==> src/rtl/forwarding_unit.sv <==
// ---------------------------------------------------------------------------
// forwarding_unit
//
// Operand-forwarding and load-use hazard controller for a five-stage MIPS
// pipeline.
//
// Internal tracking state:
//   EX stage  : ex_rd, ex_wr, ex_load
//   MEM stage : mem_rd, mem_wr
//
// The module registers the 2-bit selectors for the two ALU-operand muxes of
// the instruction that enters EX. Selector encoding:
//   00 = register file
//   01 = EX/MEM result
//   10 = MEM/WB result
//
// It also raises a combinational stall when the ID instruction reads the
// destination of a load that is still in EX.
//
// Optional feature macro: FWD_STALL_COUNT_EN adds the 16-bit saturating
// stall_count output and its counter.
//
// Ports:
//   clk          in   pipeline clock, rising edge
//   reset        in   synchronous, active-low
//   id_valid     in   ID holds a real instruction
//   id_rs/id_rt  in   source registers of the ID instruction
//   id_uses_rt   in   ID instruction reads rt as an operand
//   id_rd        in   destination register of the ID instruction
//   id_reg_write in   ID instruction writes the register file
//   id_mem_read  in   ID instruction is a load
//   flush        in   squash the ID instruction
//   fwd_a_sel    out  registered operand-A selector for the EX instruction
//   fwd_b_sel    out  registered operand-B selector for the EX instruction
//   stall        out  combinational load-use stall request
//   stall_count  out  saturating stall-cycle count (FWD_STALL_COUNT_EN only)
// ---------------------------------------------------------------------------
module forwarding_unit #(
    parameter int REG_ADDR_W = 5
) (
    input  logic                  clk,
    input  logic                  reset,
    input  logic                  id_valid,
    input  logic [REG_ADDR_W-1:0] id_rs,
    input  logic [REG_ADDR_W-1:0] id_rt,
    input  logic                  id_uses_rt,
    input  logic [REG_ADDR_W-1:0] id_rd,
    input  logic                  id_reg_write,
    input  logic                  id_mem_read,
    input  logic                  flush,
    output logic [1:0]            fwd_a_sel,
    output logic [1:0]            fwd_b_sel,
    output logic                  stall
`ifdef FWD_STALL_COUNT_EN
    ,
    output logic [15:0]           stall_count
`endif
);

    localparam logic [REG_ADDR_W-1:0] REG_ZERO = {REG_ADDR_W{1'b0}};

    localparam logic [1:0] SEL_RF  = 2'b00;
    localparam logic [1:0] SEL_EX  = 2'b01;
    localparam logic [1:0] SEL_MEM = 2'b10;

    // Tracking state for the instructions currently in EX and MEM.
    logic [REG_ADDR_W-1:0] ex_rd_r;
    logic                  ex_wr_r;
    logic                  ex_load_r;
    logic [REG_ADDR_W-1:0] mem_rd_r;
    logic                  mem_wr_r;
    logic [1:0]            fwd_a_sel_r;
    logic [1:0]            fwd_b_sel_r;

    logic                  ex_hit_rs_s;
    logic                  ex_hit_rt_s;
    logic                  mem_hit_rs_s;
    logic                  mem_hit_rt_s;
    logic                  stall_s;
    logic                  bubble_s;
    logic [1:0]            fwd_a_next_s;
    logic [1:0]            fwd_b_next_s;

    // A producer matches when it writes, its destination is not $0, and the
    // destination equals the register being read.
    function automatic logic producer_hit(
        input logic                  wr,
        input logic [REG_ADDR_W-1:0] rd,
        input logic [REG_ADDR_W-1:0] r
    );
        return wr && (rd != REG_ZERO) && (rd == r);
    endfunction

    // The EX match wins over the MEM match because it is the newer producer.
    function automatic logic [1:0] select_code(
        input logic ex_hit,
        input logic mem_hit
    );
        logic [1:0] code;
        if (ex_hit) begin
            code = SEL_EX;
        end else if (mem_hit) begin
            code = SEL_MEM;
        end else begin
            code = SEL_RF;
        end
        return code;
    endfunction

    // Hazard detection and next-selector computation.
    always_comb begin
        ex_hit_rs_s  = producer_hit(ex_wr_r, ex_rd_r, id_rs);
        ex_hit_rt_s  = producer_hit(ex_wr_r, ex_rd_r, id_rt);
        mem_hit_rs_s = producer_hit(mem_wr_r, mem_rd_r, id_rs);
        mem_hit_rt_s = producer_hit(mem_wr_r, mem_rd_r, id_rt);

        // A load's data is not available until it leaves MEM, so a consumer
        // directly behind it must wait one cycle. Flush cancels the request.
        stall_s  = id_valid && !flush && ex_load_r &&
                   (ex_hit_rs_s || (id_uses_rt && ex_hit_rt_s));
        bubble_s = stall_s || flush || !id_valid;

        fwd_a_next_s = select_code(ex_hit_rs_s, mem_hit_rs_s);
        if (id_uses_rt) begin
            fwd_b_next_s = select_code(ex_hit_rt_s, mem_hit_rt_s);
        end else begin
            fwd_b_next_s = SEL_RF;
        end
    end

    // Pipeline tracking registers and registered selectors.
    always_ff @(posedge clk) begin
        if (!reset) begin
            ex_rd_r     <= REG_ZERO;
            ex_wr_r     <= 1'b0;
            ex_load_r   <= 1'b0;
            mem_rd_r    <= REG_ZERO;
            mem_wr_r    <= 1'b0;
            fwd_a_sel_r <= SEL_RF;
            fwd_b_sel_r <= SEL_RF;
        end else begin
            mem_rd_r <= ex_rd_r;
            mem_wr_r <= ex_wr_r;
            if (bubble_s) begin
                // A bubble writes nothing. ex_rd is left as-is because it is
                // ignored whenever ex_wr is 0.
                ex_wr_r     <= 1'b0;
                ex_load_r   <= 1'b0;
                fwd_a_sel_r <= SEL_RF;
                fwd_b_sel_r <= SEL_RF;
            end else begin
                ex_rd_r     <= id_rd;
                ex_wr_r     <= id_reg_write;
                ex_load_r   <= id_mem_read;
                fwd_a_sel_r <= fwd_a_next_s;
                fwd_b_sel_r <= fwd_b_next_s;
            end
        end
    end

    assign fwd_a_sel = fwd_a_sel_r;
    assign fwd_b_sel = fwd_b_sel_r;
    assign stall     = stall_s;

`ifdef FWD_STALL_COUNT_EN
    localparam logic [15:0] STALL_CNT_MAX = 16'hFFFF;

    logic [15:0] stall_count_r;

    // Saturating count of stall cycles seen outside reset.
    always_ff @(posedge clk) begin
        if (!reset) begin
            stall_count_r <= 16'h0000;
        end else if (stall_s && (stall_count_r != STALL_CNT_MAX)) begin
            stall_count_r <= stall_count_r + 16'h0001;
        end else begin
            stall_count_r <= stall_count_r;
        end
    end

    assign stall_count = stall_count_r;
`endif

endmodule

==> config.mk <==
export PLATFORM = sky130hd
export DESIGN_NAME = forwarding_unit
export DESIGN_NICKNAME = d
export VERILOG_FILES = /design/src/rtl/forwarding_unit.sv
export SDC_FILE = /design/constraint.sdc
export NUM_CORES = 1
export LEC_CHECK = 0
export ABC_AREA = 1
export CELL_PAD_IN_SITES_DETAIL_PLACEMENT = 0
export CELL_PAD_IN_SITES_GLOBAL_PLACEMENT = 1
export CORE_MARGIN = 2
export CORE_UTILIZATION = 32
export DETAILED_ROUTE_END_ITERATION = 10
export PLACE_DENSITY_LB_ADDON = 0.1
export SLEW_MARGIN = 20
export SYNTH_ARGS = -nofsm -noshare
export SYNTH_HDL_FRONTEND = slang
export SYNTH_SLANG_ARGS = --single-unit
==> constraint.sdc <==
create_clock -name clk -period 1.8 [get_ports clk]
set_input_delay 0.54 -clock clk [delete_from_list [all_inputs] [get_ports clk]]
set_output_delay 0.54 -clock clk [all_outputs]
set_load 0.02 [all_outputs]
Yosys cells after proc, flatten, opt, wreduce, memory -nomap -nowiden
Cells that the tools add are included.

Bitwise operators: 2. Eq/ne operators: 4. Reduce and logical (&&, ||, !) cells: 21. Mux-type cells: 4.

Operators with widths (number): == test 5 bit (4); logical AND 1 bit (10); nonzero test 5 bit (2); OR reduction 3 bit (2); two-way mux 2 bit (2); OR reduction 4 bit (1); logical OR 1 bit (3); logical NOT 1 bit (2); two-way mux 1 bit (2); NOT 1 bit (2); OR reduction 2 bit (1).

Flip-flop bits (word level): 17.

Longest topological paths before layout
Depth in word-level cells: 9. Depth in mapped cells: 14. Mapped depth without buffers: 13.

Worst setup path before layout
OpenSTA, ideal clock, no wires.

Path type: input to output. Start: input port id_rt[1]. End: output port stall. Data required time: 1260 ps. Stages on the path: 8. Arrival: 1249 ps. Path slack: 11 ps. Cells stage by stage: inv_1 > nand2_1 > o21ai_0 > nor2_2 > nand4_2 > nand2_2 > nand2_4 > inv_1.

Word-level cells in the longest chain between the ends: 5.

RTL lines: start: declaration (line 45) `input logic [REG_ADDR_W-1:0] id_rt,`; == test 5 bit (line 91) `return wr && (rd != REG_ZERO) && (rd == r);`; logical AND 1 bit (line 91); logical AND 1 bit (line 120) `(ex_hit_rs_s || (id_uses_rt && ex_hit_rt_s));`; logical OR 1 bit (line 120); logical AND 1 bit (line 119) `stall_s = id_valid && !flush && ex_load_r &&`; end: declaration (line 53) `output logic stall`.

No other way between the ends.

Final worst setup path
Start: input port id_rs[1]. End: output port stall.

Word-level cells in the longest chain between the ends: 4.

RTL lines: start: declaration (line 44) `input logic [REG_ADDR_W-1:0] id_rs,`; == test 5 bit (line 91); logical AND 1 bit (line 91); logical OR 1 bit (line 120); logical AND 1 bit (line 119).

No other way between the ends.

==> results.cfg <==
[run_status]
status = finished, violations left
violations = negative setup slack

[route]
vias_per_cell = 4.27
ant_nets = 0
routed_wl_um = 2060
wire_per_inst_um = 10.2
drc = 0
drtIter0Drc = 13
num_vias = 859
drtPass1Iterations = 4

[yosys]
synth-xor-area-share_pct = 13.2
syn-num-nets = 146
synth_area_um2 = 927
synthSimpleGateAreaFrac_pct = 34.3
synth_cell_types = 25
synth.avg_cell_area_um2 = 7.48
synthAdderAreaFrac_pct = 0
synth_compound_area_share_pct = 3.64
ys_seq_area_share_pct = 36.7
yosys_register_bits = 17
synth.mux.area_fraction_pct = 0
synth_top_family_by_area = simple AND/OR/NAND/NOR gates
yosys_warnings = 0
syn_inst = 124

[floorplan]
core_area_mm2 = 0.00276
die_width_um = 57.8
start_util_pct = 33.6
pin_count = 27
die_y_um = 57.8
die-area_mm2 = 0.00334
row_count = 19

[clock_network]
numCtsBuffers = 3
clk_latency_ns = 0.28
ctsHoldBuffers = 0
cts_tree = built
cts.sinks = 17
htreeDepth = 1
root_buffer = clkbuf_4
path_clk_slew_ns = 0.09
cts_max_path_buffers = 2

[sta]
rsz0062_at_grt = true
max-slew-margin-rel_pct = 77.5
post-route-min-period_ns = 1.99
fin_hold_ws_ns = 0.513
clock.fmax_mhz = 503
clock_skew_ns = 0.00384
drv_slew = 0
tightestPinTransition_ns = 0.333
fin_crit_sh_pct = 110
fin_ws_ns = -0.187
finalSetupViolations = 1
hold_viol_final = 0

[power_and_ir_drop]
powerDensity_mw_per_mm2 = 564
peakVddDrop_mv = 0.396
power.internal_mw = 0.575
p_sw_share_pct = 27.0
p_switching_mw = 0.212
p_seq_share_pct = 52.4
pwr-share-clk_pct = 25.2
p_leak_nw = 0.745
comb_power_share_pct = 22.4

[worst_setup_path]
reg2reg_from = ex_rd_r[1]
cp_top_family = simple AND/OR/NAND/NOR gates
crit_path_start_kind = input pin
cp.arrival_ns = 1.45
r2r_end = ex_rd_r[4]
worstPathCellList = clkdlybuf4s15_2 > xnor2_1 > nand2_1 > nor2_2 > nand3_2 > nand2_2 > nand2_4 > inv_2 > buf_6
reg2reg_depth = 12
cp-end-kind = primary output
rrSetupSlack_ns = 0.28
cp_slowest_stage_delay_ns = 0.20
worstPathMaxFanout = 2
cp_num_cells = 9
crit_buf_inv = 3
cp_slowest_cell = clkdlybuf4s15_2
cp_data_required_time_ns = 1.26
crit_type = in2out

[worst_hold_path]
worstHoldPathCells = 2
hp-start = ex_rd_r[3]
min_to = mem_rd_r[3]
hold_path.class = reg2reg

[run]
cap_violations = 0

[cells_and_area]
diodes = 0
syn_to_final_growth_pct = 50.6
final_util_pct = 50.6
drive_above_1_share_pct = 36.5
final_nets = 193

[global_routing]
antenna_found_initial = 0
grt_pass1_wl_um = 3510
grtUsageTotal_pct = 14.0
grt.overflow.total = 0
grt_pass1_vias = 850
grt_start_max_net_pins = 12

[placement]
gp_congestion = 0.843
hpwl_um = 1690
io_buffers = 26
## placed cells by master, fill, tap and decap left out, drive strengths merged, types with 3 or more instances in the layout
cell,instances
clkbuf,6
nand3,5
nand3b,5
buf,21
clkdlybuf4s15,5
xnor2,6
o21ai,4
nor2,14
xor2,8
nand4,3
clkdlybuf4s50,12
nand2,30
inv,25
dfxtp,17
## worst reg2reg max path, cell delays in order (launching register included)
cell and delay, ns:
dfxtp_2 0.40, nor2_1 0.07, nand3_1 0.08, nand2_1 0.06, inv_2 0.09, nand4_2 0.12
nand2_2 0.10, nand2_4 0.05, buf_4 0.16, nand3_4 0.14, nand2_1 0.07, nand2_1 0.06
inv_1 0.03
## per-stage QoR
step | std cells | power (mW) | setup TNS (ns) | setup WS [ns] | cell area [µm²]
6_report | 201 | 0.788 | -0.187 | -0.187 | 1400
5_1_grt | 201 | 0.836 | -0.236 | -0.236 | 1400
4_1_cts | 201 | 0.794 | -0.227 | -0.227 | 1380
3_5_place_dp | 196 | 0.592 | -5.07 | -1.02 | 1330
3_3_place_gp | 196 | 0.591 | -5.13 | -1.03 | 1330
2_1_floorplan | 124 | 0.500 | 0 | 0.0111 | 927
## cell type report
class                           count  area, µm²
Tap cell                           31       38.8
Sequential cell                    17        352
Timing Repair Buffer               43        370
Fill cell                         281       1360
Inverter                           26        101
Multi-Input combinational cell     80        508
Clock buffer                        4       26.3
## timing repair
action | in CTS | in global routing
gates resized for setup | 49 | 16
setup endpoints to repair | 12 | 1
endpoints found under the hold margin | 0 | 0
buffers inserted | 1 | 0
pin swaps | 14 | 11
## state kept, by name, summed over array words and instances, names as in the netlist
signal,cells
ex_rd_r,5
ex_load_r,1
mem_wr_r,1
ex_wr_r,1
fwd_b_sel,2
mem_rd_r,5
fwd_a_sel,2
## power by group through the flow
stage                     combinational, mW  clock (mW)  sequential [mW]
after global placement                0.172           0            0.419
after floorplan                      0.0865           0            0.414
after detailed placement              0.173           0            0.419
after CTS                             0.175       0.207            0.411
final                                 0.176       0.198            0.413
after global routing                  0.197       0.223            0.416
## cell families (layout without fill, tap and decap cells)
family,count (synthesis),after routing
buffers and inverters,27,73
XOR/XNOR,14,14
AO/OA/AOI/OAI,6,6
flip-flops,17,17
AND/OR/NAND/NOR,60,60
## worst max-delay path by stage
stage                       end  slack (ns)       start
after global routing      stall       -0.24  ex_rd_r[0]
after global placement    stall       -1.03    id_rt[1]
after detailed placement  stall       -1.02    id_rt[1]
after CTS                 stall       -0.23  ex_rd_r[4]
final                     stall       -0.19    id_rs[1]
after floorplan           stall        0.01    id_rt[1]
## synthesized netlist by cell type
master | number | area [µm²]
o21ai_0 | 3 | 15.0
o21ai_1 | 1 | 5.00
nand4_1 | 2 | 12.5
buf_8 | 1 | 15.0
or2_2 | 1 | 6.26
nand3b_1 | 5 | 37.5
inv_2 | 1 | 3.75
o41ai_1 | 1 | 8.76
nand3_4 | 1 | 17.5
dfxtp_1 | 17 | 340
nand3_2 | 1 | 10.0
xnor2_1 | 6 | 52.6
a21oi_1 | 1 | 5.00
nand2_4 | 1 | 11.3
nand4_2 | 1 | 12.5
clkinv_1 | 1 | 3.75
nor4_1 | 1 | 6.26
nand3_1 | 3 | 15.0
xor2_1 | 8 | 70.1
nand2_1 | 23 | 86.3
nor3b_1 | 1 | 7.51
inv_1 | 24 | 90.1
nor2_2 | 2 | 12.5
nor2_1 | 12 | 45.0
nand2_2 | 6 | 37.5
## routing by layer
metal  part of all wire [%]  wire, µm  GRT usage, %
met1                     46       943          16.7
met3                    4.1        85          2.01
met5                      0         0             0
met2                     48       990          23.7
met4                    1.8        38          8.31
No activity file was read; power rests on OpenSTA's default activity.
